**src/rtl/uart_pkg.sv**
```systemverilog
// uart_pkg: shared FSM states, frame levels and parity helper for the UART receive path
package uart_pkg;

  typedef enum logic [2:0] {IDLE, START, DATA, PARITY, STOP, BREAK} state_t;

  localparam logic START_LVL = 1'b0;
  localparam logic STOP_LVL  = 1'b1;
  localparam int   MAX_BITS  = 8;

  // Returns the parity bit that makes popcount(d) + p odd
  function automatic logic odd_parity(input logic [MAX_BITS-1:0] d);
    return ~^d;
  endfunction

endpackage

```
**src/rtl/uart_bit_timer.sv**
```systemverilog
// uart_bit_timer: oversampling counter giving a mid-bit sample tick and an end-of-period tick
module uart_bit_timer #(
  parameter int OVERSAMPLE = 16
) (
  input  logic clk,
  input  logic reset,
  input  logic restart,
  input  logic run,
  output logic sample_tick,
  output logic period_tick
);

  localparam int W = $clog2(OVERSAMPLE);

  logic [W-1:0] cnt;

  assign sample_tick = run && cnt == W'(OVERSAMPLE / 2 - 1);
  assign period_tick = run && cnt == W'(OVERSAMPLE - 1);

  // Free-running bit-period counter, zeroed on restart or when idle
  always_ff @(posedge clk or negedge reset)
    if (!reset) cnt <= '0;
    else cnt <= (restart || !run || period_tick) ? '0 : cnt + W'(1);

endmodule

```
**src/rtl/uart_rx_frame_ctrl.sv**
```systemverilog
// uart_rx_frame_ctrl: 4-bit odd-parity UART receiver with holding register and error accounting
module uart_rx_frame_ctrl
  import uart_pkg::*;
#(
  parameter int OVERSAMPLE = 16,
  parameter int DATA_BITS  = 4,
  parameter int CNT_W      = 8
) (
  input  logic                 clk,
  input  logic                 reset,
  input  logic                 enable,
  input  logic                 rx_in,
  output logic [DATA_BITS-1:0] rx_data,
  output logic                 rx_valid,
  input  logic                 rx_ready,
  output logic                 parity_err,
  output logic                 frame_err,
  output logic                 overrun,
  input  logic                 clr_status,
  output logic [CNT_W-1:0]     err_cnt
);

  localparam int IW = $clog2(DATA_BITS + 1);

  state_t               state, nxt;
  logic                 rx_meta, rx_s, rx_d;
  logic [IW-1:0]        bit_idx;
  logic [DATA_BITS-1:0] shreg;
  logic                 par_bit, par_ok, fall;
  logic                 restart, sample_tick, period_tick;
  logic                 shift, cap_par, load, perr, ferr;
  logic [CNT_W-1:0]     cnt_base;

  assign fall     = rx_d & ~rx_s;
  assign par_ok   = odd_parity(MAX_BITS'(shreg)) == par_bit;
  assign cnt_base = clr_status ? '0 : err_cnt;

  uart_bit_timer #(.OVERSAMPLE(OVERSAMPLE)) u_timer (
    .clk         (clk),
    .reset       (reset),
    .restart     (restart),
    .run         (state != IDLE),
    .sample_tick (sample_tick),
    .period_tick (period_tick)
  );

  // Synchronise the raw line; idle level is high so no false edge leaves reset
  always_ff @(posedge clk or negedge reset)
    if (!reset) {rx_meta, rx_s, rx_d} <= 3'b111;
    else {rx_meta, rx_s, rx_d} <= {rx_in, rx_meta, rx_s};

  // FSM state register
  always_ff @(posedge clk or negedge reset)
    if (!reset) state <= IDLE;
    else state <= nxt;

  // Next state and per-cycle strobes; disable overrides everything
  always_comb begin
    nxt     = state;
    restart = 1'b0;
    shift   = 1'b0;
    cap_par = 1'b0;
    load    = 1'b0;
    perr    = 1'b0;
    ferr    = 1'b0;
    case (state)
      IDLE:   if (fall) begin
        restart = 1'b1;
        nxt     = START;
      end
      START:  if (sample_tick) nxt = (rx_s == START_LVL) ? DATA : IDLE;
      DATA:   if (sample_tick) begin
        shift = 1'b1;
        nxt   = (bit_idx == IW'(DATA_BITS - 1)) ? PARITY : DATA;
      end
      PARITY: if (sample_tick) begin
        cap_par = 1'b1;
        nxt     = STOP;
      end
      STOP:   if (sample_tick) begin
        ferr    = rx_s != STOP_LVL;
        perr    = !ferr && !par_ok;
        load    = !ferr && par_ok;
        restart = ferr;
        nxt     = ferr ? BREAK : IDLE;
      end
      BREAK:  begin
        restart = !rx_s;
        nxt     = (period_tick && rx_s) ? IDLE : BREAK;
      end
      default: nxt = IDLE;
    endcase
    if (!enable) begin
      nxt     = IDLE;
      restart = 1'b1;
      shift   = 1'b0;
      cap_par = 1'b0;
      load    = 1'b0;
      perr    = 1'b0;
      ferr    = 1'b0;
    end
  end

  // Data bit index, shift register and captured parity bit
  always_ff @(posedge clk or negedge reset)
    if (!reset) begin
      bit_idx <= '0;
      shreg   <= '0;
      par_bit <= 1'b0;
    end else begin
      bit_idx <= (!enable || state != DATA) ? '0 : bit_idx + IW'(shift);
      shreg   <= shift ? {rx_s, shreg[DATA_BITS-1:1]} : shreg;
      par_bit <= cap_par ? rx_s : par_bit;
    end

  // Holding register: a same-cycle accept frees the slot for the incoming word
  always_ff @(posedge clk or negedge reset)
    if (!reset) begin
      rx_data  <= '0;
      rx_valid <= 1'b0;
    end else if (load && (!rx_valid || rx_ready)) begin
      rx_data  <= shreg;
      rx_valid <= 1'b1;
    end else if (rx_valid && rx_ready) rx_valid <= 1'b0;

  // Error pulses, sticky overrun and saturating error counter
  always_ff @(posedge clk or negedge reset)
    if (!reset) begin
      parity_err <= 1'b0;
      frame_err  <= 1'b0;
      overrun    <= 1'b0;
      err_cnt    <= '0;
    end else begin
      parity_err <= perr;
      frame_err  <= ferr;
      overrun    <= (overrun & ~clr_status) | (load & rx_valid & ~rx_ready);
      err_cnt    <= cnt_base + CNT_W'((perr || ferr) && !(&cnt_base));
    end

endmodule

```
**config.mk**
```make
export PLATFORM = sky130hd
export DESIGN_NAME = uart_rx_frame_ctrl
export DESIGN_NICKNAME = d
export VERILOG_FILES = /design/src/rtl/uart_pkg.sv /design/src/rtl/uart_bit_timer.sv /design/src/rtl/uart_rx_frame_ctrl.sv
export SDC_FILE = /design/constraint.sdc
export NUM_CORES = 1
export LEC_CHECK = 0
export ABC_AREA = 1
export CAP_MARGIN = 20
export CORE_MARGIN = 2
export CORE_UTILIZATION = 49
export CTS_CLUSTER_DIAMETER = 80
export DETAILED_ROUTE_END_ITERATION = 8
export PLACE_DENSITY = 0.72
export SYNTH_ARGS = -nofsm -noshare
export SYNTH_HDL_FRONTEND = slang
export SYNTH_SLANG_ARGS = --single-unit
```
**constraint.sdc**
```tcl
create_clock -name clk -period 2.03 [get_ports clk]
set_clock_uncertainty 0.1 [all_clocks]
set_input_delay 0.406 -clock clk [delete_from_list [all_inputs] [get_ports clk]]
set_output_delay 0.406 -clock clk [all_outputs]
set_load 0.02 [all_outputs]
```
# Word level (Yosys, flattened, before mapping)
# Cells that the tools add are included.
# totals
reg_bits	34
in_bits	6
out_inout_bits	16
word_cells	98
# classes
n_addsub	3
n_eq_ne	15
n_mux	33
n_bitwise	8
n_reduce_logical	25
# ops
operator	n
$mux W3	9
$mux W1	19
$pmux W3 S6	1
$ne A3 B3 Y1 const B	5
$eq A3 B2 Y1 const B	3
$add A8 B1 Y8	1
$logic_and A1 B1 Y1	8
$mux W8	1
$reduce_and A8 Y1	1
$reduce_xnor A8 Y1	1
$eq A3 B3 Y1 const B	2
$logic_not A1 Y1	6
$logic_or A1 B1 Y1	5
$reduce_and A5 Y1	1
$add A4 B1 Y4 const B	1
$and A1 B1 Y1	4
$eq A4 B3 Y1 const B	1
$eq A4 B4 Y1 const B	1
$mux W4	1
$add A3 B1 Y3	1
$eq A3 B1 Y1 const B	1
$logic_not A3 Y1	1
$ne A3 B2 Y1 const B	1
$not A1 Y1	3
other kinds (6)	6

# Depth between registers and ports, before layout
# logic_depth
word_depth	10
mapped_depth	13
ltp_nobuf	13

# By module
# Synthesis repeated with hierarchy kept, for this count alone.
# hier_totals
hier_cells	188
area_unflattened_um2	1634.1
# by_module_without_submodules
module	n_inst	cells_per_inst	area_each_um2	seq_area_each_um2
uart_rx_frame_ctrl	1	166	1437.6	754.5
uart_bit_timer	1	22	196.4	100.1

# Worst setup path before layout
# No wires, ideal clock.
# synth_path
kind	flip-flop to flip-flop
start	register u_timer.cnt[0]
end	register err_cnt[6]
setup_ns	0.079
t_arrival_ns	1.986
t_required_ns	1.851
slack_ns	-0.135
path_stages_with_launch	13
n_path_buf	0
period_less_slack_ns	2.165
path_cell_list	dfrtp_1 -> ha_1 -> inv_1 -> nor2_2 -> nand2_8 -> nor2_8 -> nand3_2 -> a21oi_1 -> ha_1 -> ha_1 -> nand4_1 -> nor2_1 -> xor2_1
# synth_via
elab_chain_len	8
word_cells_on_any_way	11
cone_classes	add/sub: 1; eq/ne: 1; mux: 6; reduce/logical: 3
# synth_rtl
item	line	source
from (decl)	uart_bit_timer.sv:15	logic [W-1:0] cnt;
from (signal assigned)	uart_bit_timer.sv:23	else cnt <= (restart || !run || period_tick) ? '0 : cnt + W'(1);
$eq A4 B3 Y1 (*)	uart_bit_timer.sv:17	assign sample_tick = run && cnt == W'(OVERSAMPLE / 2 - 1);
$logic_and A1 B1 Y1 (*)	uart_bit_timer.sv:17	
$mux W1	uart_rx_frame_ctrl.sv:80	STOP: if (sample_tick) begin
$mux W1	uart_rx_frame_ctrl.sv:66	case (state)
$mux W1	uart_rx_frame_ctrl.sv:93	if (!enable) begin
$logic_or A1 B1 Y1 (*)	uart_rx_frame_ctrl.sv:137	err_cnt <= cnt_base + CNT_W'((perr || ferr) && !(&cnt_base));
$logic_and A1 B1 Y1 (*)	uart_rx_frame_ctrl.sv:137	
$add A8 B1 Y8 (*)	uart_rx_frame_ctrl.sv:137	
to (signal assigned)	uart_rx_frame_ctrl.sv:137	
to (decl)	uart_rx_frame_ctrl.sv:20	output logic [CNT_W-1:0] err_cnt
# Mark *: on every way between the ends. The rest lies on a longest branch, timed or not.
# A chain may end at the register's enable or synchronous reset.

# Final worst setup path
# layout_path
start	register state[0]
end	register err_cnt[6]
# layout_via
elab_chain_len	8
word_cells_on_any_way	12
cone_classes	add/sub: 1; eq/ne: 1; mux: 6; reduce/logical: 4
# layout_rtl
item	line	source
from (decl)	uart_rx_frame_ctrl.sv:25	state_t state, nxt;
from (signal assigned)	uart_rx_frame_ctrl.sv:55	else state <= nxt;
$reduce_bool A3 Y1	uart_rx_frame_ctrl.sv:42	.run (state != IDLE),
$logic_and A1 B1 Y1	uart_bit_timer.sv:17	
$mux W1	uart_rx_frame_ctrl.sv:80	
$mux W1	uart_rx_frame_ctrl.sv:66	
$mux W1	uart_rx_frame_ctrl.sv:93	
$logic_or A1 B1 Y1 (*)	uart_rx_frame_ctrl.sv:137	
$logic_and A1 B1 Y1 (*)	uart_rx_frame_ctrl.sv:137	
$add A8 B1 Y8 (*)	uart_rx_frame_ctrl.sv:137	
# Marks and branches as above.

==> flow_metrics.py <==
metrics = {
    "status": {
        "status": "finished with violations",
        "violations": "negative setup slack",
    },
    "sta": {
        "tightestPinTransition_ns": 0.4241,
        "rsz0062_at_grt": "true",
        "slew_violations": 0,
        "fin_ws_ns": -0.06152,
        "setup-violations-final": 2,
        "relSlewSlack": 0.7172,
        "clock.fmax_mhz": 478.1,
        "hold_violations": 0,
        "post-route-min-period_ns": 2.092,
        "min_period_over_period": 1.030,
    },
    "setup_path": {
        "path_delay_family": "simple AND/OR/NAND/NOR gates",
        "cp_slowest_cell": "dfrtp_1",
        "crit_type": "flip-flop to flip-flop",
        "cp.required_ns": 2.21,
        "slowest_delay_ns": 0.44,
        "crit_arrival_ns": 2.27,
        "critical_path_buf_inv_count": 0,
        "end_kind": "flip-flop",
        "rr_worst_depth": 10,
        "crit_fanout": 4,
        "crit_path_cell_trace": "nor2_4, nand3_4, nor2_8, nand3_2, a21oi_2, ha_2, ha_4, nand4_1, nor2_1, xor2_1",
        "cp-start-kind": "flip-flop",
        "cp.depth": 10,
    },
    "layout": {
        "final-instance-count-excl-fill": 302,
        "final_util": 0.7075,
        "n_antenna_cell": 0,
        "final_cell_area_um2": 2361,
        "area_growth_syn_to_layout_pct": 37.74,
        "layout.nets": 266,
        "drive_above_1_share": 0.2852,
    },
    "floorplan": {
        "die_area_um2": 3987,
        "fp-row-count": 21,
        "io-pin-count": 22,
        "fp.coreArea_um2": 3337,
        "die_height_um": 63.15,
        "start_util": 0.5137,
        "fp.dieW_um": 63.15,
    },
    "drt": {
        "wirelength_um": 3758,
        "vias": 1518,
        "route.detailed.drc": 0,
        "drt-vias-per-instance": 5.026,
        "wl_per_cell_um": 12.44,
        "drtAntennaViolNets": 0,
        "drt-initial-drc-count": 103,
        "drt-pass1-iter-count": 4,
    },
    "placed_design": {
        "post_dp_cell_area_um2": 2191,
        "placed_cells": 283,
        "dpl.hpwl_um": 2592,
        "gp_congestion": 0.9011,
        "port_buffers": 21,
    },
    "clock_tree": {
        "clk_transition_reported_paths_ns": 0.10,
        "cts_buffer_depth": 2,
        "cts_tree": "done",
        "cts_root_buffer": "clkbuf_4",
        "numCtsBuffers": 5,
        "ctsHoldBuffers": 0,
        "clock_latency_ns": 0.34,
        "clkSinkCount": 34,
        "htree_levels": 2,
    },
    "grt": {
        "gr-total-overflow": 0,
        "grt_max_degree": 35,
        "grtUsageTotal": 0.1994,
        "grt_pass1_vias": 1532,
        "grt_pass1_wl_um": 6237,
        "antenna_found_initial": 0,
    },
    "logic_synthesis": {
        "synth_top_area_cell": "dfrtp_1",
        "yosysMostFrequentCell": "nand2_1",
        "yosysWarningCount": 0,
        "synth_top_cell_area_share": 0.4526,
        "ys.flop_type": "dfrtp_1",
        "synthTopCellsByCount": "nand2_1 (48), dfrtp_1 (31), inv_1 (25), nor2_1 (20), nand3_1 (12)",
        "yosysSeqAreaShare": 0.4985,
        "yosysUniqueCellTypes": 27,
        "syn_area_um2": 1714,
        "async_flop_share": 1.000,
        "synth.avg_cell_area_um2": 8.928,
        "syn_inst": 192,
        "ys_seq_elements": 34,
        "synthTopCellsByArea": "dfrtp_1 (45%), nand2_1 (11%), inv_1 (5.5%)",
        "syn_nets": 203,
        "synth-edff-count": 0,
    },
    "run": {
        "maxCapViolations": 0,
    },
    "power": {
        "peakVddDrop_mv": 0.4556,
        "finalPower_uw": 1337,
        "p_per_area_nw_per_um2": 566.5,
        "p_leak_uw": 0.001169,
    },
    "hold_path": {
        "min_path_type": "flip-flop to flip-flop",
        "min_path_cells": 0,
    },
}
-- power by group --
part / internal [uW] / leakage (uW) / switching (uW)
sequential: 702 / 0.000450 / 23.0
combinational: 84.4 / 0.000684 / 142
clock: 168 / 0.0000353 / 219
total: 954 / 0.00117 / 384
-- through the flow --
step	hold slack [ns]	TNS, ns	setup slack [ns]
after global routing	0.2701	-0.9111	-0.2387
after floorplan	0.01041	-0.02548	-0.02528
after CTS	0.2658	-0.1248	-0.06716
after detailed placement	0.2484	-2.154	-0.4146
after global placement	0.2499	-1.615	-0.3085
final	0.2620	-0.1069	-0.06152
-- area by class of cell --
class                           count  area [um^2]
Fill cell                         271        975.9
Sequential cell                    34        854.6
Multi-Input combinational cell    131        815.8
Timing Repair Buffer               56        471.7
Inverter                           27        101.3
Tap cell                           46        57.56
Clock buffer                        7        55.05
Clock inverter                      1        5.005
-- cells in the final DEF, fill, tap and decap left out, types with 2 or more instances in the layout --
cell type and count:
nor2_2 3, dfstp_2 3, nor3_2 2, inv_2 4
ha_1 2, nand2_2 2, nand4_1 8, inv_1 23
xor2_1 5, xnor2_1 5, clkbuf_4 5, clkdlybuf4s50_1 20
nand3_1 12, nor3_1 2, nor2_4 4, ha_2 2
dfrtp_1 31, buf_4 35, o21ai_0 7, nand2_1 46
nor2_1 17
-- sequential cells by signal, indices dropped and copies added, names as in the netlist --
| register | cells |
|---|---|
| frame_err | 1 |
| rx_d | 1 |
| state | 3 |
| overrun | 1 |
| bit_idx | 3 |
| rx_meta | 1 |
| rx_data | 4 |
| rx_s | 1 |
| rx_valid | 1 |
| parity_err | 1 |
| u_timer.cnt | 4 |
| shreg | 4 |
| par_bit | 1 |
| err_cnt | 8 |
-- logic make-up (layout without fill, tap and decap cells) --
logic type / after synthesis / in the layout / synth area share
compound gates: 12 / 12 / 0.03868
xor+xnor: 10 / 10 / 0.05109
fa+ha+maj: 5 / 5 / 0.03650
flops: 34 / 34 / 0.4985
simple gates: 104 / 104 / 0.3161
buf+inv: 27 / 91 / 0.05913
-- routing by layer --
metal / part of all wire / global-route usage
met5: 0 / 0
met4: 0.021 / 0.08889
met3: 0.048 / 0.05714
met2: 0.53 / 0.3577
met1: 0.40 / 0.2165
-- final timing paths --
| kind | end | start | slack (ns) |
|---|---|---|---|
| max in group asynchronous | rx_s | reset | 1.12 |
| setup reg to reg | err_cnt[6] | state[0] | -0.06 |
| hold reg to reg | rx_s | rx_meta | 0.26 |
| setup / recovery | err_cnt[6] | state[0] | -0.06 |
| min in group asynchronous | err_cnt[4] | reset | 0.36 |
| hold / removal | rx_s | rx_meta | 0.26 |
-- timing repair --
action                                  CTS  global route
buffers inserted                          8             3
endpoints found under the setup margin    3             7
pin swaps                                10             7
resized for setup                         2             7
endpoints found under the hold margin     0             0
Power figures use the tool's default switching activity.
